===== src/rtl/mips_pkg.sv =====
// Shared MIPS datapath constants: program-counter width, reset vector and
// the instruction-alignment helper used by the optional PC alignment check.
package mips_pkg;

  localparam int PC_WIDTH         = 32;
  localparam logic [PC_WIDTH-1:0] PC_RESET_VAL = 32'h0000_0000;
  localparam int INSTR_ALIGN_BITS = 2;

  // True when an address is not on a word (instruction) boundary.
  function automatic logic is_misaligned(input logic [INSTR_ALIGN_BITS-1:0] low_bits);
    return low_bits != '0;
  endfunction

endpackage


===== src/rtl/pc.sv =====
// Program-counter register: enabled load, synchronous active-high reset.
// Define PC_ALIGN_CHECK_EN to add the registered Misaligned flag.
module pc
  import mips_pkg::*;
#(
  parameter int               WIDTH     = PC_WIDTH,
  parameter logic [WIDTH-1:0] RESET_VAL = PC_RESET_VAL
) (
  input  logic             Clk,
  input  logic             Reset,
  input  logic [WIDTH-1:0] Data,
  input  logic             LdEn,
  output logic [WIDTH-1:0] Dout
`ifdef PC_ALIGN_CHECK_EN
  ,
  output logic             Misaligned
`endif
);

  // NOTE: state uses non-blocking assignments so every reader sees the pre-edge value.
  always_ff @(posedge Clk) begin
    if (Reset) begin
      Dout <= RESET_VAL;
    end else if (LdEn) begin
      Dout <= Data;
    end
  end

`ifdef PC_ALIGN_CHECK_EN
  // Flag follows the same reset/load/hold priority as Dout; the address is still loaded.
  always_ff @(posedge Clk) begin
    if (Reset) begin
      Misaligned <= 1'b0;
    end else if (LdEn) begin
      Misaligned <= is_misaligned(Data[INSTR_ALIGN_BITS-1:0]);
    end
  end
`endif

endmodule


===== config.mk =====
export PLATFORM = sky130hd
export DESIGN_NAME = pc
export DESIGN_NICKNAME = d
export VERILOG_FILES = /design/src/rtl/mips_pkg.sv /design/src/rtl/pc.sv
export SDC_FILE = /design/constraint.sdc
export NUM_CORES = 1
export LEC_CHECK = 0
export CAP_MARGIN = 0
export CORE_AREA = 2 2 57 59
export CTS_CLUSTER_SIZE = 16
export DETAILED_ROUTE_END_ITERATION = 8
export DIE_AREA = 0 0 59 61
export PLACE_DENSITY_LB_ADDON = 0.15
export SETUP_SLACK_MARGIN = 0.4
export SYNTH_ARGS = -nofsm -noshare
export SYNTH_HDL_FRONTEND = slang
export SYNTH_SLANG_ARGS = --single-unit

===== constraint.sdc =====
create_clock -name Clk -period 1.9 [get_ports Clk]
set_input_delay 0.38 -clock Clk [delete_from_list [all_inputs] [get_ports Clk]]
set_output_delay 0.38 -clock Clk [all_outputs]
set_load 0.01 [all_outputs]

==> results by group <==
Run status
  – Status: completed

Routing
  – ANT nets after route: 0
  – Vias: 923
  – Initial drt markers: 19
  – Pre-antenna DRT Iters: 5
  – Post-Route WL: 2.44 mm
  – DR WL/cell: 11.9 um
  – Residual DRC: 0
  – DR vias/cell: 4.50

Hold path
  – Worst Hold Class: reg2reg
  – Hold path endpoint: Dout[21]
  – Worst hold path depth: 2
  – Hold Startpoint: Dout[21]

Timing
  – Max Slew Vio Count: 0
  – Post-layout min period: between 1 and 1.5 ns
  – Worst Tran Pin Value: 0.297 ns
  – Clock Skews: 0 ns
  – Setup TNS: 0 ns
  – Slew HR: between 80% and 90%
  – Final setup vio count: 0
  – Tcrit/Tclk final: 69.7%
  – Worst hold margin: about 0.5 ns
  – Hold Fails Final Rpt: 0
  – Achievable Freq: 755 MHz
  – RSZ-0062 raised after global routing: false

Worst setup path
  – Reg2Reg Capture Point: Dout[9]
  – Cell family with most CP delay: flip-flops
  – CP required: 1.52 ns
  – Worst-path cell chain: dlygate4sd2_1
  – Crit Path Class: reg2out
  – Flop2flop setup slack: between 1 and 1.5 ns
  – Worst setup SP type: flop
  – CP bufs+invs: 1
  – R2r startpoint: Dout[9]
  – R2R depth: 2
  – Max FO, Critical Path: 2
  – CP arrival: ~0.94 ns
  – CP Capture Type: output pin
  – Crit-path slowest cell: dfxtp_1
  – Slowest stage delay, CP: about 0.34 ns

GRT
  – Antenna violations before repair: 0
  – Largest net degree at the start of global routing: 33
  – Grt ovf: 0
  – Vias in the first global route: 937
  – Global-route wire length before repair: 3.99 mm
  – Total track usage: 15.2%

Final layout
  – Layout cell share with drive strength beyond 1: 5.23%
  – Footprint of the multi-input gates: 440 um^2
  – Filler cell count: 262
  – Area Overhead vs Synth: 56.8%
  – Largest Register: Dout
  – Nets: 206
  – Register Area: between 600 and 700 um^2
  – ANT cells: 0
  – Regs by FF count: Dout: 32 flops
  – Max FFs per register: 32

Job
  – Max Cap Viol: 0

Synth
  – Post-synth EDFFs: 0
  – Synth top area share: 55.1%
  – Seq cells post-synth: 32
  – Dominant cells by area after synthesis: dfxtp_1, mux2i_1, nor2_1, buf_12, buf_6
  – Synthesized Nets: 138
  – Prevailing post-synth register cell: dfxtp_1
  – Cell taking the most area after synthesis: dfxtp_1
  – Sequential share of the synthesized area: 55.1%
  – Asr flop ratio synth: 0%
  – Syn Area/Cell: 11.3 um^2
  – Syn. warnings: 0
  – Synthesized cell area: 1160 um^2
  – Post-synth cell types: 6
  – Commonest cells post-synth: dfxtp_1, mux2i_1, nor2_1, buf_12, clkbuf_1
  – Gate count after technology mapping: 103

Clock network
  – CTS Hold Bufs: 0
  – H-tree depth: 2
  – Clk buf depth: 2
  – Post-CTS sizing: 32
  – CTS Root Cell: clkbuf_4
  – Num CTS Buffers: 5
  – Latest clock arrival within the worst-skew pair: 0.32 ns
  – Clock Sinks: 32
  – Setup bufs post-CTS: 0
  – CTS tree: done
  – Worst-path clk slew: 0.09 ns

Floorplan
  – Die X: 59 um
  – Num rows: 20
  – I/O pin cnt: 67
  – Die boundary height: 61 um
  – Initial Util: roughly two fifths
  – Core Footprint: between 2000 and 3000 um^2
  – Die Area: 3600 um^2

Placed design
  – Hpwl dp: 1.79 mm
  – Input/output buffers: 66
  – Placer congestion estimate: 0.656

Power and ir drop
  – VDD IR max: 372 uV
  – Lkg Pwr: 0.924 nW
  – PD cells: between 700 and 800 nW/um^2
==> worst max path at each step <==
| stage | from | endpoint | slack, ns | depth (start not counted) |
|---|---|---|---|---|
| finish | Dout[3] | Dout[3] | 0.58 | 1 |
| global route | Dout[14] | Dout[14] | 0.52 | 1 |
| CTS | Dout[29] | Dout[29] | 0.55 | 1 |
| detailed placement | Reset | Dout[9] | 0.53 | 3 |
| global placement | Reset | Dout[26] | 0.55 | 3 |
| floorplan | LdEn | Dout[0] | 0.93 | 4 |
==> layer usage <==
metal  vias up  track usage, %  part of all wire [%]
li1        471               -                     -
met1       407            16.4                    40
met2        41            25.6                    49
met3         4            4.90                   9.1
met4         0            9.74                   1.6
met5         -               0                     0
==> metrics by stage <==
stage	utilization [%]	cells	total power (W)	setup WS, ns	cell area (um^2)
3_5_place_dp	61.1	197	0.00101	0.529	1810
4_1_cts	61.8	205	0.00138	0.549	1820
6_report	61.8	205	0.00135	0.576	1820
5_1_grt	61.8	205	0.00142	0.519	1820
3_3_place_gp	61.1	197	0.00100	0.549	1810
2_1_floorplan	-	103	0.000857	0.927	1160
==> layout make-up <==
cell class / instances / area share, %
multi-input combinational: 64 / 24.1
clock buffer: 8 / 3.22
timing repair buffer: 68 / 35.3
sequential: 32 / 35.1
tap: 33 / 2.26
==> power by group <==
part	switching, W	internal, W
Sequential	0.0000179	0.000710
Clock	0.000207	0.000182
Combinational	0.0000910	0.000140
Total	0.000316	0.00103
==> worst min-delay path, stage by stage (launching register included) <==
cell,delay [ns]
dfxtp_1,0.33
mux2i_1,0.06
nor2_1,0.07
==> cell usage in the layout, fill, tap and decap left out <==
master,n
buf_4,1
clkbuf_1,2
nor2_1,32
buf_2,1
clkdlybuf4s50_1,33
dlygate4sd2_1,32
dfxtp_1,32
clkbuf_8,1
clkbuf_4,5
mux2i_1,32
buf_12,1
==> kinds of logic (layout without fill, tap and decap cells) <==
kind of cell           count (synthesis)  count (layout)  synth area share [%]
muxes                                 32              32                  27.5
and+or+nand+nor                       32              32                  10.3
buffers and inverters                  7              76                  7.10
DFF                                   32              32                  55.1
No activity file was read; power rests on OpenSTA's default activity.
